**config.mk**
```make
export PLATFORM = sky130hd
export DESIGN_NAME = port_serial_tx
export DESIGN_NICKNAME = d
export VERILOG_FILES = /design/src/rtl/port_serial_tx.sv
export SDC_FILE = /design/constraint.sdc
export NUM_CORES = 1
export LEC_CHECK = 0
export ABC_AREA = 1
export CAP_MARGIN = 15
export CORE_ASPECT_RATIO = 0.75
export CORE_MARGIN = 2
export CORE_UTILIZATION = 36
export DETAILED_ROUTE_END_ITERATION = 10
export PLACE_DENSITY = 0.61
export SLEW_MARGIN = 20
export SYNTH_ARGS = -nofsm -noshare
export SYNTH_HDL_FRONTEND = slang
export SYNTH_SLANG_ARGS = --single-unit
```
**constraint.sdc**
```tcl
create_clock -name clk -period 3.1 [get_ports clk]
set_input_delay 0.775 -clock clk [delete_from_list [all_inputs] [get_ports clk]]
set_output_delay 0.775 -clock clk [all_outputs]
set_load 0.005 [all_outputs]
```
**src/rtl/port_serial_tx.sv**
```systemverilog
// port_serial_tx
//   Serial transmit peripheral sitting on one MMIO port pair. The even port
//   word carries a data byte and the odd port word carries a command. A command
//   is recognised only when bit 15 of the command word toggles. Accepted bytes
//   are queued in a small FIFO and shifted out as 8N1 frames on tx.
//
// Ports
//   clk             system clock, rising edge
//   rst             synchronous reset, active high
//   port_data_word  [7:0] byte to push
//   port_cmd_word   [15] sequence toggle, [1:0] op (00 nop, 01 push, 10 flush, 11 ignored)
//   status_word     [15] done toggle, [14] overflow, [13] busy, [12] full,
//                   [11:5] zero, [4:0] FIFO count; registered, one cycle behind
//   tx              serial line, idle high
//   tx_active       high while a frame is on the line
//
// FSM states
//   state   | meaning
//   S_IDLE  | line high, waiting for a byte in the FIFO
//   S_START | start bit (low) for CLK_DIV cycles
//   S_DATA  | eight data bits, LSB first, CLK_DIV cycles each
//   S_STOP  | stop bit (high); back-to-back pop if more bytes are queued
module port_serial_tx #(
    parameter int CLK_DIV    = 16,
    parameter int FIFO_DEPTH = 4
) (
    input  logic        clk,
    input  logic        rst,
    input  logic [15:0] port_data_word,
    input  logic [15:0] port_cmd_word,
    output logic [15:0] status_word,
    output logic        tx,
    output logic        tx_active
);

    localparam int          PTR_W    = (FIFO_DEPTH > 1) ? $clog2(FIFO_DEPTH) : 1;
    localparam logic [15:0] BIT_LAST = 16'(CLK_DIV - 1);
    localparam logic [4:0]  CNT_FULL = 5'(FIFO_DEPTH);

    typedef enum logic [1:0] {
        S_IDLE  = 2'd0,
        S_START = 2'd1,
        S_DATA  = 2'd2,
        S_STOP  = 2'd3
    } state_t;

    state_t             state_q;
    state_t             state_d;

    logic [15:0]        cmd_q;
    logic [7:0]         data_q;
    logic               last_seq;
    logic               cmd_stb;
    logic               do_push;
    logic               do_flush;
    logic               do_write;

    logic [7:0]         fifo_mem [FIFO_DEPTH];
    logic [PTR_W-1:0]   wr_ptr;
    logic [PTR_W-1:0]   rd_ptr;
    logic [4:0]         count_q;
    logic               fifo_empty;
    logic               fifo_full;
    logic               fifo_pop;
    logic               pop_ok;
    logic               ovf_q;

    logic [15:0]        bit_timer;
    logic               bit_last;
    logic [2:0]         bit_idx;
    logic [7:0]         shift_q;
    logic               done_q;
    logic               frame_done;
    logic               busy;

    logic               unused_bits;
    assign unused_bits = ^{port_data_word[15:8], cmd_q[14:2]};

    // Port words are registered without reset so that the reset edge captures
    // the current command word alongside last_seq.
    always_ff @(posedge clk) begin
        cmd_q  <= port_cmd_word;
        data_q <= port_data_word[7:0];
    end

    // Written as an if so that an unknown bit 15 falls to the no-strobe path.
    always_comb begin
        cmd_stb = 1'b0;
        if (cmd_q[15] != last_seq) begin
            cmd_stb = 1'b1;
        end
    end

    always_ff @(posedge clk) begin
        if (rst) begin
            last_seq <= port_cmd_word[15];
        end else if (cmd_stb) begin
            last_seq <= cmd_q[15];
        end
    end

    assign do_push    = cmd_stb && (cmd_q[1:0] == 2'b01);
    assign do_flush   = cmd_stb && (cmd_q[1:0] == 2'b10);
    assign fifo_empty = (count_q == 5'd0);
    assign fifo_full  = (count_q == CNT_FULL);
    // A full FIFO still accepts a push when a pop frees a slot in the same cycle.
    assign do_write   = do_push && (!fifo_full || fifo_pop);
    assign pop_ok     = !fifo_empty && !do_flush;

    always_ff @(posedge clk) begin
        if (do_write) begin
            fifo_mem[wr_ptr] <= data_q;
        end
    end

    always_ff @(posedge clk) begin
        if (rst) begin
            wr_ptr  <= '0;
            rd_ptr  <= '0;
            count_q <= 5'd0;
            ovf_q   <= 1'b0;
        end else if (do_flush) begin
            rd_ptr  <= wr_ptr;
            count_q <= 5'd0;
            ovf_q   <= 1'b0;
        end else begin
            if (do_write) begin
                wr_ptr <= wr_ptr + PTR_W'(1);
            end
            if (fifo_pop) begin
                rd_ptr <= rd_ptr + PTR_W'(1);
            end
            if (do_push && !do_write) begin
                ovf_q <= 1'b1;
            end
            count_q <= count_q + 5'(do_write) - 5'(fifo_pop);
        end
    end

    assign bit_last = (bit_timer == BIT_LAST);

    always_ff @(posedge clk) begin
        if (rst) begin
            state_q <= S_IDLE;
        end else begin
            state_q <= state_d;
        end
    end

    always_comb begin
        state_d = state_q;
        case (state_q)
            S_IDLE: begin
                if (pop_ok) begin
                    state_d = S_START;
                end
            end
            S_START: begin
                if (bit_last) begin
                    state_d = S_DATA;
                end
            end
            S_DATA: begin
                if (bit_last && (bit_idx == 3'd7)) begin
                    state_d = S_STOP;
                end
            end
            S_STOP: begin
                if (bit_last) begin
                    state_d = pop_ok ? S_START : S_IDLE;
                end
            end
            default: state_d = S_IDLE;
        endcase
    end

    always_comb begin
        tx         = 1'b1;
        tx_active  = 1'b0;
        fifo_pop   = 1'b0;
        frame_done = 1'b0;
        case (state_q)
            S_IDLE: begin
                fifo_pop = pop_ok;
            end
            S_START: begin
                tx        = 1'b0;
                tx_active = 1'b1;
            end
            S_DATA: begin
                tx        = shift_q[bit_idx];
                tx_active = 1'b1;
            end
            S_STOP: begin
                tx_active  = 1'b1;
                frame_done = bit_last;
                fifo_pop   = bit_last && pop_ok;
            end
            default: ;
        endcase
    end

    // Timer restarts on every state entry so frame timing never accumulates drift.
    always_ff @(posedge clk) begin
        if (rst) begin
            bit_timer <= 16'd0;
            bit_idx   <= 3'd0;
            shift_q   <= 8'd0;
            done_q    <= 1'b0;
        end else begin
            if ((state_d != state_q) || (state_q == S_IDLE) || bit_last) begin
                bit_timer <= 16'd0;
            end else begin
                bit_timer <= bit_timer + 16'd1;
            end
            if (state_q != S_DATA) begin
                bit_idx <= 3'd0;
            end else if (bit_last) begin
                bit_idx <= bit_idx + 3'd1;
            end
            if (fifo_pop) begin
                shift_q <= fifo_mem[rd_ptr];
            end
            if (frame_done) begin
                done_q <= ~done_q;
            end
        end
    end

    assign busy = tx_active | !fifo_empty;

    always_ff @(posedge clk) begin
        if (rst) begin
            status_word <= 16'h0000;
        end else begin
            status_word <= {done_q, ovf_q, busy, fifo_full, 7'b0, count_q};
        end
    end

endmodule
```
==> run_results.csv <==
group,metric,value,unit
min_path,worstHoldStart,"ovf_q",
floorplanning,io_pins,52,
clock_tree,root_buffer,"clkbuf_16",
drt,drt_wl_total,7.109,mm
floorplanning,die_h,94.63,um
floorplanning,coreArea,10820,um^2
layout,layout_common_cells,"83 x nor2_1, 60 x dfxtp_1, 46 x inv_1",
critical_path,r2r_cells,16,
power_and_ir_drop,p_seq_frac,0.410,
drt,drtAntennaViolNets,0,
power_and_ir_drop,power_density,780.5,nW/um^2
critical_path,worstPathRequired,2.32,ns
clock_tree,clk_latency,0.34,ns
synthesis,yosys_register_bits,93,
power_and_ir_drop,p_sw,1.137,mW
synthesis,yosysWarnings,0,
synthesis,netlist_area,3943,um^2
floorplanning,die_area,11810,um^2
layout,area_growth,17.52,%
layout,n_antenna_cell,0,
synthesis,seq_area_frac_synth,0.5560,
drt,detailroute.via_count,2762,
sta,max_clock_freq,355.5,MHz
synthesis,synth_edf_count,33,
run,cap_violations,0,
critical_path,worstSetupPathType,"reg2out",
sta,clock_skew,0.006325,ns
synthesis,async_flop_share,0,
sta,finalCritPeriodShare,0.9075,
synthesis,synth.area.top_cells,"dfxtp_1 30%, edfxtp_1 25%, nor2_1 7.9%, ha_1 5.7%, o21ai_0 4.4%",
critical_path,crit_path_end_kind,"primary output",
power_and_ir_drop,pwr-share-comb,0.273,
clock_tree,clk_pin_slew_worst_paths,0.06,ns
synthesis,yosysUniqueCellTypes,33,
layout,fin_nets,505,
placement,hpwl,4.910,mm
placement,portBuffers,23,
global_route,grt_max_degree,20,
synthesis,yosys.area.top_type,"dfxtp_1",
synthesis,ys.flop_type,"dfxtp_1",
placement,gp_congestion,0.7804,
critical_path,worstReg2RegStart,"last_seq",
floorplanning,rows,33,
critical_path,ff2ff_setup_slack,0.32,ns
clock_tree,cts_hold_buf,0,
critical_path,rr_endpoint,"count_q[4]",
floorplanning,start_util,0.3644,
critical_path,cp-endpoint,"tx",
layout,drive_gt1_frac,0.08753,
synthesis,synthCells,422,
clock_tree,cts.path.max_buffers,2,
layout,postLayoutCoreUtil,0.4283,
power_and_ir_drop,leakagePower,1.830,nW
clock_tree,htreeDepth,3,
sta,rsz0062_at_grt,"no",
power_and_ir_drop,p_int,2.479,mW
critical_path,arrival,2.04,ns
clock_tree,cts_tree,"yes",
sta,fin_crit,2.813,ns
power_and_ir_drop,p_sw_frac,0.3145,
drt,viasPerCell,4.626,
layout,mostFrequentLayoutCell,"nor2_1",
synthesis,syn_area_per_cell,9.342,um^2
critical_path,startpoint,"state_q[0]",
clock_tree,cts_setup_buffers,0,
drt,post_drt_wl_per_cell,11.91,um
sta,maxSlewHeadroom,0.5169,
critical_path,cp-start-kind,"register",
global_route,antenna_found_initial,0,
sta,final-setup-viol-count,0,
global_route,grt_usage,0.1313,
floorplanning,die_x,124.8,um
sta,tns,0,ns
status,outcome,"finished clean",
drt,post-route-drc-count,0,
global_route,first_global_vias,2600,
clock_tree,cts.sinks,93,
power_and_ir_drop,vdd_drop_max,0.0005074,V
drt,initialDrtViolationCount,166,
sta,drv_slew,0,
critical_path,cp_max_fo,6,
sta,finalHoldViolCount,0,
min_path,min_path_type,"reg2reg",
clock_tree,numCtsBuffers,9,
synthesis,synth_top_area_frac,0.3047,
sta,worst_slew_pin_slew,0.7236,ns
global_route,grt_overflow,0,
drt,dr.pass1.iters,4,
power_and_ir_drop,pwr-share-clk,0.317,
global_route,grt_first_pass_wirelength,12.23,mm
==> synthesized netlist by cell type, types with 5 or more instances <==
| cell type | instances |
|---|---|
| xnor2_1 | 5 |
| a21oi_1 | 8 |
| nor3_1 | 5 |
| nand3_1 | 17 |
| nor2_1 | 83 |
| nor2_2 | 10 |
| xor2_1 | 12 |
| nand2_1 | 42 |
| inv_1 | 46 |
| ha_1 | 18 |
| o21ai_0 | 35 |
| buf_4 | 7 |
| edfxtp_1 | 33 |
| dfxtp_1 | 60 |
| clkbuf_1 | 7 |
| a31oi_1 | 10 |
==> kinds of logic (layout without fill, tap and decap cells) <==
| family | after synthesis | after routing | synth area share |
|---|---|---|---|
| AOI/OAI and AO/OA | 56 | 56 | 0.07553 |
| xor gates and xnor gates | 17 | 17 | 0.03777 |
| adders and majority gates | 19 | 19 | 0.06220 |
| buffers and inverters | 64 | 93 | 0.07141 |
| DFF | 93 | 93 | 0.5560 |
| muxes | 2 | 2 | 0.005078 |
| other | 1 | 7 | 0.0009512 |
| and+or+nand+nor | 170 | 170 | 0.1910 |
==> sequential cells by signal, indices dropped and copies added, names as in the netlist <==
signal       count
rd_ptr           2
bit_timer       16
status_word      9
done_q           1
count_q          5
fifo_mem        32
wr_ptr           2
state_q          2
shift_q          8
data_q           8
last_seq         1
bit_idx          3
ovf_q            1
cmd_q            3
==> repair_timing <==
item	CTS	global route
endpoints found under the setup margin	0	1
endpoints found under the hold margin	0	0
resized for setup	0	1
==> worst min-delay path by stage <==
stage                 endpoint  cells past startpoint
2_1_floorplan  status_word[14]                      2
3_3_place_gp   status_word[14]                      2
3_5_place_dp   status_word[14]                      2
4_1_cts        status_word[14]                      2
5_1_grt        status_word[14]                      2
6_report       status_word[14]                      2
==> metrics by stage <==
stage / std cells / power (mW) / hold WS, ns / setup WS [ns] / area [um^2]
4_1_cts: 597 / 3.652 / 0.4328 / 0.2438 / 4631
6_report: 597 / 3.616 / 0.4297 / 0.2869 / 4633
3_3_place_gp: 581 / 2.460 / 0.4211 / 0.3885 / 4314
3_5_place_dp: 581 / 2.494 / 0.4236 / 0.3224 / 4314
5_1_grt: 597 / 3.891 / 0.4504 / 0.02335 / 4633
2_1_floorplan: 428 / 2.230 / 0.4100 / 0.4769 / 3965
==> critical path: stages (launching register included) <==
cell and delay (ns):
dfxtp_1 0.42, inv_1 0.14, ha_1 0.30, o21ai_0 0.28, clkdlybuf4s50_1 0.56
==> power by group through the flow <==
stage	registers [mW]	clock network, mW	logic (mW)
3_5_place_dp	1.51	0	0.988
5_1_grt	1.50	1.24	1.15
3_3_place_gp	1.50	0	0.956
4_1_cts	1.48	1.18	0.994
6_report	1.48	1.15	0.986
2_1_floorplan	1.46	0	0.767
==> routing by layer <==
metal | up-vias | track usage | part of all wire
li1 | 1422 | - | -
met1 | 1287 | 0.1715 | 0.50
met2 | 45 | 0.2127 | 0.45
met3 | 8 | 0.04249 | 0.040
met4 | 0 | 0.03519 | 0.010
met5 | - | 0 | 0
==> area by class of cell <==
cell class                      count  area (um^2)
Sequential cell                    93         2192
Clock buffer                       10        229.0
Fill cell                        1061         6185
Multi-Input combinational cell    271         1494
Timing Repair Buffer               29        275.3
Tap cell                          140        175.2
Clock inverter                      6        87.58
Inverter                           48        180.2
(Power assumes the default switching activity.)
